==> src/rtl/crc_multi_hash.sv <==
// -----------------------------------------------------------------------------
// crc_multi_hash
//
// Streaming multi-hash generator for the bloom-filter datapath. A key arrives
// as a packet-framed byte stream (1..DATA_BYTES bytes per beat, data_i[7:0]
// first). NUM_HASH CRC-16 channels (poly 0x8D95, non-reflected, no output XOR)
// run in parallel; channel k starts from seed k+1. At the end of each key every
// channel is reduced to HASH_W bits and the whole vector is presented through
// a single registered valid/ready holding register.
//
// Optional feature macro: CRC_MULTI_HASH_FOLD_EN
//   undefined : hash = crc[HASH_W-1:0]
//   defined   : hash = XOR of all HASH_W-bit chunks of crc (top chunk
//               zero-padded)
//
// Ports
//   clk_i        in   clock
//   rst_i        in   asynchronous active-high reset
//   data_i       in   key bytes, low byte processed first
//   valid_i      in   input beat valid
//   last_i       in   final beat of the key
//   empty_i      in   unused high bytes on the last beat (clamped)
//   ready_o      out  beat accepted when valid_i & ready_o
//   hash_o       out  hash_o[k*HASH_W +: HASH_W] = channel k
//   hash_valid_o out  hash vector available
//   hash_ready_i in   consumer takes the vector when valid & ready
// -----------------------------------------------------------------------------
`timescale 1ns/1ps

module crc_multi_hash #(
    parameter int NUM_HASH   = 4,
    parameter int HASH_W     = 12,
    parameter int DATA_BYTES = 1
) (
    input  logic                         clk_i,
    input  logic                         rst_i,
    input  logic [8*DATA_BYTES-1:0]      data_i,
    input  logic                         valid_i,
    input  logic                         last_i,
    input  logic [$clog2(DATA_BYTES):0]  empty_i,
    output logic                         ready_o,
    output logic [NUM_HASH*HASH_W-1:0]   hash_o,
    output logic                         hash_valid_o,
    input  logic                         hash_ready_i
);

    localparam int          EW   = $clog2(DATA_BYTES) + 1;
    localparam logic [15:0] POLY = 16'h8D95;

    typedef enum logic {IDLE, ACC} state_t;

    state_t                       state_q, state_d;
    logic [15:0]                  crc_q   [NUM_HASH];
    logic [15:0]                  crc_d   [NUM_HASH];
    logic [15:0]                  crc_new [NUM_HASH];
    logic [NUM_HASH*HASH_W-1:0]   hash_q, hash_d, hash_red;
    logic                         hash_valid_q, hash_valid_d;
    logic                         accept, complete, pop;
    logic [EW-1:0]                empty_c;
    logic [3:0]                   n_valid;

    // One byte through the MSB-first CRC-16 register.
    function automatic logic [15:0] crc_byte(input logic [15:0] c, input logic [7:0] b);
        logic [15:0] r;
        r = c ^ {b, 8'h00};
        for (int i = 0; i < 8; i++) begin
            r = r[15] ? ((r << 1) ^ POLY) : (r << 1);
        end
        return r;
    endfunction

    function automatic logic [HASH_W-1:0] reduce(input logic [15:0] c);
`ifdef CRC_MULTI_HASH_FOLD_EN
        logic [HASH_W-1:0] r;
        r = '0;
        // Shifting in zeros pads the top chunk automatically.
        for (int s = 0; s < 16; s += HASH_W) begin
            r = r ^ HASH_W'(c >> s);
        end
        return r;
`else
        return c[HASH_W-1:0];
`endif
    endfunction

    // ready_o depends only on the holding register and the consumer.
    assign ready_o  = ~hash_valid_q | hash_ready_i;
    assign accept   = valid_i & ready_o;
    assign complete = accept & last_i;
    assign pop      = hash_valid_q & hash_ready_i;

    // Byte count of this beat; empty_i is clamped so a beat never carries zero bytes.
    always_comb begin
        empty_c = empty_i;
        if (empty_i > EW'(DATA_BYTES - 1)) begin
            empty_c = EW'(DATA_BYTES - 1);
        end
        n_valid = last_i ? (4'(DATA_BYTES) - 4'(empty_c)) : 4'(DATA_BYTES);
    end

    generate
        for (genvar gi = 0; gi < NUM_HASH; gi++) begin : g_chan
            logic [15:0] chain;

            // A new key starts from the seed regardless of what crc_q holds.
            always_comb begin
                chain = (state_q == IDLE) ? 16'(gi + 1) : crc_q[gi];
                for (int j = 0; j < DATA_BYTES; j++) begin
                    if (4'(j) < n_valid) begin
                        chain = crc_byte(chain, data_i[8*j +: 8]);
                    end
                end
            end

            assign crc_new[gi]                      = chain;
            assign hash_red[gi*HASH_W +: HASH_W]    = reduce(chain);
        end
    endgenerate

    always_comb begin
        state_d      = state_q;
        hash_d       = hash_q;
        hash_valid_d = hash_valid_q;
        for (int k = 0; k < NUM_HASH; k++) begin
            crc_d[k] = crc_q[k];
        end

        if (accept) begin
            if (last_i) begin
                state_d = IDLE;
                for (int k = 0; k < NUM_HASH; k++) begin
                    crc_d[k] = 16'(k + 1);
                end
            end else begin
                state_d = ACC;
                for (int k = 0; k < NUM_HASH; k++) begin
                    crc_d[k] = crc_new[k];
                end
            end
        end

        // A completion wins over a pop, so back-to-back keys keep valid high.
        if (complete) begin
            hash_d       = hash_red;
            hash_valid_d = 1'b1;
        end else if (pop) begin
            hash_valid_d = 1'b0;
        end
    end

    always_ff @(posedge clk_i or posedge rst_i) begin
        if (rst_i) begin
            state_q      <= IDLE;
            hash_q       <= '0;
            hash_valid_q <= 1'b0;
            for (int k = 0; k < NUM_HASH; k++) begin
                crc_q[k] <= 16'(k + 1);
            end
        end else begin
            state_q      <= state_d;
            hash_q       <= hash_d;
            hash_valid_q <= hash_valid_d;
            for (int k = 0; k < NUM_HASH; k++) begin
                crc_q[k] <= crc_d[k];
            end
        end
    end

    assign hash_o       = hash_q;
    assign hash_valid_o = hash_valid_q;

endmodule

==> config.mk <==
export PLATFORM = sky130hd
export DESIGN_NAME = crc_multi_hash
export DESIGN_NICKNAME = d
export VERILOG_FILES = /design/src/rtl/crc_multi_hash.sv
export SDC_FILE = /design/constraint.sdc
export NUM_CORES = 1
export LEC_CHECK = 0
export CORE_MARGIN = 5
export CORE_UTILIZATION = 60
export CTS_BUF_LIST = sky130_fd_sc_hd__clkbuf_8
export CTS_CLUSTER_DIAMETER = 50
export CTS_CLUSTER_SIZE = 12
export DETAILED_ROUTE_END_ITERATION = 12
export PLACE_DENSITY = 0.83
export SLEW_MARGIN = 5
export SYNTH_ARGS = -nofsm -noshare
export SYNTH_HDL_FRONTEND = slang
export SYNTH_SLANG_ARGS = --single-unit
==> constraint.sdc <==
create_clock -name clk_i -period 10.9 [get_ports clk_i]
set_input_delay 2.18 -clock clk_i [delete_from_list [all_inputs] [get_ports clk_i]]
set_output_delay 2.18 -clock clk_i [all_outputs]
set_load 0.01 [all_outputs]
==> qor.csv <==
stage;metric;value;unit
routing;drtPass1Iterations;5;
setup_path;cp.depth;3;
floorplanning;floorplan.die_area;13500;um^2
power;p_per_area;391;nW/um^2
placed_design;dp_hpwl;10400;um
grt;globalRouteMet3Util;0.0742;
placed_design;place_worst_setup_slack;5.32;ns
flow_run;max_cap_viols;0;
setup_path;critical-path-slowest-cell;sky130_fd_sc_hd__clkdlybuf4s50_1;
power;total_power;3.03;mW
yosys;synthDistinctLibCells;35;
floorplanning;initial_utilization;0.616;
grt;top_usage_layer;met2;
grt;grtUsageMet2;0.409;
cts;tritoncts;done;
setup_path;timing.critical_path.slowest_cell_delay;0.56;ns
setup_path;register_to_register_setup_slack;7.69;ns
routing;drt_iter0_drc;461;
setup_path;endpoint_kind;output pin;
setup_path;cell_mode_on_critical_path;sky130_fd_sc_hd__clkdlybuf4s50_1;
routing;detail_route.drc_violations;0;
floorplanning;io_pins;64;
cts;clk_latency;0.45;ns
setup_path;r2r_cells;7;
status;run_status;complete, no violations;
layout;final_nets;727;
grt;grtUsageTotal;0.253;
sta;max_slew.worst_pin.slew;1.06;ns
routing;wl_per_cell;18.4;um
sta;finalCritPeriodShare;0.509;
sta;fin_setup_tns;0;ns
yosys;synthesis.area;6740;um^2
yosys;postSynthRegisterBits;114;
setup_path;critPathMaxFanout;4;
floorplanning;design.core.area;10900;um^2
sta;setup_viol;0;
grt;pin_count_of_the_biggest_net_entering_global_routing;74;
setup_path;reg2reg_from;state_q$_DFFE_PP0P_;
floorplanning;fp.dieH;116;um
layout;instances_no_fill;866;
sta;final_hold_viol_count;0;
yosys;seq_area_frac_synth;0.424;
grt;antenna_found_initial;0;
floorplanning;core.rowCount;38;
setup_path;timing.critical_path.required;8.72;ns
placed_design;place_congestion;0.867;
yosys;number_of_warnings_printed_during_yosys_synthesis;0;
cts;number_of_buffers_created_by_cts;17;
sta;final.min_clock_period;5.55;ns
setup_path;critical_path.cell_chain;clkdlybuf4s50_1 > nand2b_1 > clkdlybuf4s50_1;
hold_path;worst_hold_path_type;flip-flop to flip-flop;
yosys;synth_enable_flop_cells;0;
grt;globalRouteOverflowTotal;0;
yosys;number_of_instances_in_the_synthesized_netlist;679;
placed_design;dp.cells;834;
cts;cts_resized;0;
yosys;async_reset_ff_frac;1.00;
layout;drive_above_1_share;0.102;
layout;fin_area;7750;um^2
cts;cts.sinks;114;
routing;route.vias.total;4896;
cts;cts.reportedPaths.clkPinSlew;0.07;ns
cts;cts-root-to-sink-buffers;2;
sta;max-slew-margin-rel;0.290;
sta;rsz_0062_raised_after_global_routing;false;
setup_path;start_kind;input pin;
hold_path;hold_path.startpoint;hash_o[28]$_DFFE_PP0P_;
sta;final.setup.worst_slack;5.35;ns
setup_path;worst_path_dominant_cell_family;buffers and inverters;
yosys;postSynthNetCount;693;
layout;fillers;792;
cts;post_cts_setup_buffer_count;0;
routing;routed_wirelength;15900;um
setup_path;crit_path_end;ready_o;
setup_path;cp.buffers_inverters;2;
power;static-leakage-power;3.40;nW
setup_path;setup.worst_path.start;hash_ready_i;
layout;syn2layout_area_growth;15.0;%
sta;clock.fmax;180;MHz
routing;detail_route.vias_per_cell;5.65;
floorplanning;dieWidth;116;um
hold_path;worst_hold_path.num_cells;2;
sta;clock_skew;0.00793;ns
cts;clockRootBuffer;sky130_fd_sc_hd__clkbuf_8;
setup_path;arrival;3.37;ns
grt;grt_pass1_wl;26300;um
setup_path;rr_endpoint;crc_q[26]$_DFFE_PP0P_;
routing;final_antenna_net_count;0;
layout;diodes;0;
setup_path;worstSetupPathType;input pin to output pin;
yosys;syn_area_per_cell;9.93;um^2
power;irDropWorstVdd;0.000270;V
cts;cts_h_tree_lvls;4;
grt;grt_util_met1;0.326;
placed_design;io_buffer_count;62;
cts;cts-hold-fix-buffers;0;
sta;timing.final.max_slew_violations;0;
grt;number_of_global_route_vias_before_repair;5233;
placed_design;place_area;7360;um^2
yosys;postSynth.topFlopCell;sky130_fd_sc_hd__dfrtp_1;
[placed cells by master (no fill, tap or decap), drive strengths merged]
cell             n
a21oi            5
a22o            15
a211oi           1
bufinv           2
o22a             3
nand2          151
mux2i            2
and2             1
nand2b           2
or3              4
nand3            8
inv              6
buf              5
dfstp            5
dfrtp          109
o31ai           11
xnor3            7
xor2           104
nor2b            1
nor2             4
clkdlybuf4s50   62
clkinv           3
o21ai           63
clkbuf          22
a22oi            1
xnor2          110
mux2            18
o21a             1
[flip-flops by register name, summed over array words and instances, names as in the netlist]
name,count
crc_q,64
state_q,1
hash_o,48
hash_valid_o,1
[cell type report]
class,count,area (um^2),area share
Sequential cell,114,2860,0.369
Tap cell,140,175,0.0226
Clock inverter,10,93.8,0.0121
Multi-Input combinational cell,512,3660,0.472
Clock buffer,22,303,0.0390
Inverter,1,6.26,0.000807
Timing Repair Buffer,67,658,0.0849
[worst min-delay path by stage]
| stage | end | slack (ns) |
|---|---|---|
| after global routing | hash_o[24]$_DFFE_PP0P_ | 0.51 |
| after CTS | hash_o[45]$_DFFE_PP0P_ | 0.48 |
| after detailed placement | hash_o[45]$_DFFE_PP0P_ | 0.47 |
| final | hash_o[28]$_DFFE_PP0P_ | 0.48 |
| after global placement | hash_o[29]$_DFFE_PP0P_ | 0.46 |
| after floorplan | crc_q[60]$_DFFE_PP0P_ | 0.45 |
[cells in the mapped netlist (2+ instances only)]
cell type,number,area share
sky130_fd_sc_hd__mux2_2,18,0.030
sky130_fd_sc_hd__xnor2_2,3,0.0072
sky130_fd_sc_hd__or3_1,4,0.0037
sky130_fd_sc_hd__nand2b_1,2,0.0019
sky130_fd_sc_hd__o22a_1,3,0.0039
sky130_fd_sc_hd__o31ai_2,2,0.0037
sky130_fd_sc_hd__a21oi_1,5,0.0037
sky130_fd_sc_hd__o31ai_1,9,0.010
sky130_fd_sc_hd__mux2i_1,2,0.0030
sky130_fd_sc_hd__buf_1,2,0.0011
sky130_fd_sc_hd__o21ai_0,60,0.045
sky130_fd_sc_hd__nand3_1,8,0.0059
sky130_fd_sc_hd__nor2_1,4,0.0022
sky130_fd_sc_hd__a22o_1,15,0.019
sky130_fd_sc_hd__xor2_4,2,0.0082
sky130_fd_sc_hd__xnor3_1,5,0.017
sky130_fd_sc_hd__xnor3_2,2,0.0071
sky130_fd_sc_hd__dfstp_2,5,0.019
sky130_fd_sc_hd__xor2_2,4,0.0097
sky130_fd_sc_hd__buf_2,10,0.0074
sky130_fd_sc_hd__o21ai_1,3,0.0022
sky130_fd_sc_hd__dfrtp_1,109,0.40
sky130_fd_sc_hd__clkbuf_1,38,0.021
sky130_fd_sc_hd__xor2_1,98,0.13
sky130_fd_sc_hd__xnor2_1,106,0.14
sky130_fd_sc_hd__nand2_1,151,0.084
[metal layers]
layer / vias to the layer above / part of all wire / routed length (um)
li1: 2246 / - / -
met1: 2408 / 0.41 / 6510
met2: 210 / 0.50 / 7910
met3: 32 / 0.073 / 1170
met4: 0 / 0.021 / 336
met5: - / 0 / 0
[worst reg2reg max path: stages (launching register included)]
cell and delay, ns:
sky130_fd_sc_hd__dfrtp_2 0.78, sky130_fd_sc_hd__buf_4 0.47, sky130_fd_sc_hd__nand2_1 0.20, sky130_fd_sc_hd__xor2_2 0.32, sky130_fd_sc_hd__xnor3_1 0.57, sky130_fd_sc_hd__xor2_2 0.39
sky130_fd_sc_hd__xnor2_1 0.17, sky130_fd_sc_hd__o31ai_1 0.21
[per-stage QoR]
step	util	hold WS (ns)
floorplan	-	0.450
CTS	0.709	0.484
global placement	0.673	0.460
finish	0.709	0.482
detailed placement	0.673	0.470
global route	0.709	0.514
[logic make-up (layout without fill, tap and decap cells)]
group                  after synthesis  in the layout  share of synthesized area
AND/OR/NAND/NOR                    171            171                     0.0997
multiplexers                        20             20                     0.0330
buffers and inverters               53            100                     0.0343
flip-flops                         114            114                      0.424
AO/OA/AOI/OAI                      100            100                     0.0909
XOR/XNOR                           221            221                      0.318
[power breakdown]
part / switching (mW) / internal [mW]
Clock: 0.170 / 0.228
Sequential: 0.176 / 0.620
Combinational: 0.949 / 0.888
Total: 1.29 / 1.74
(Power assumes the default switching activity.)
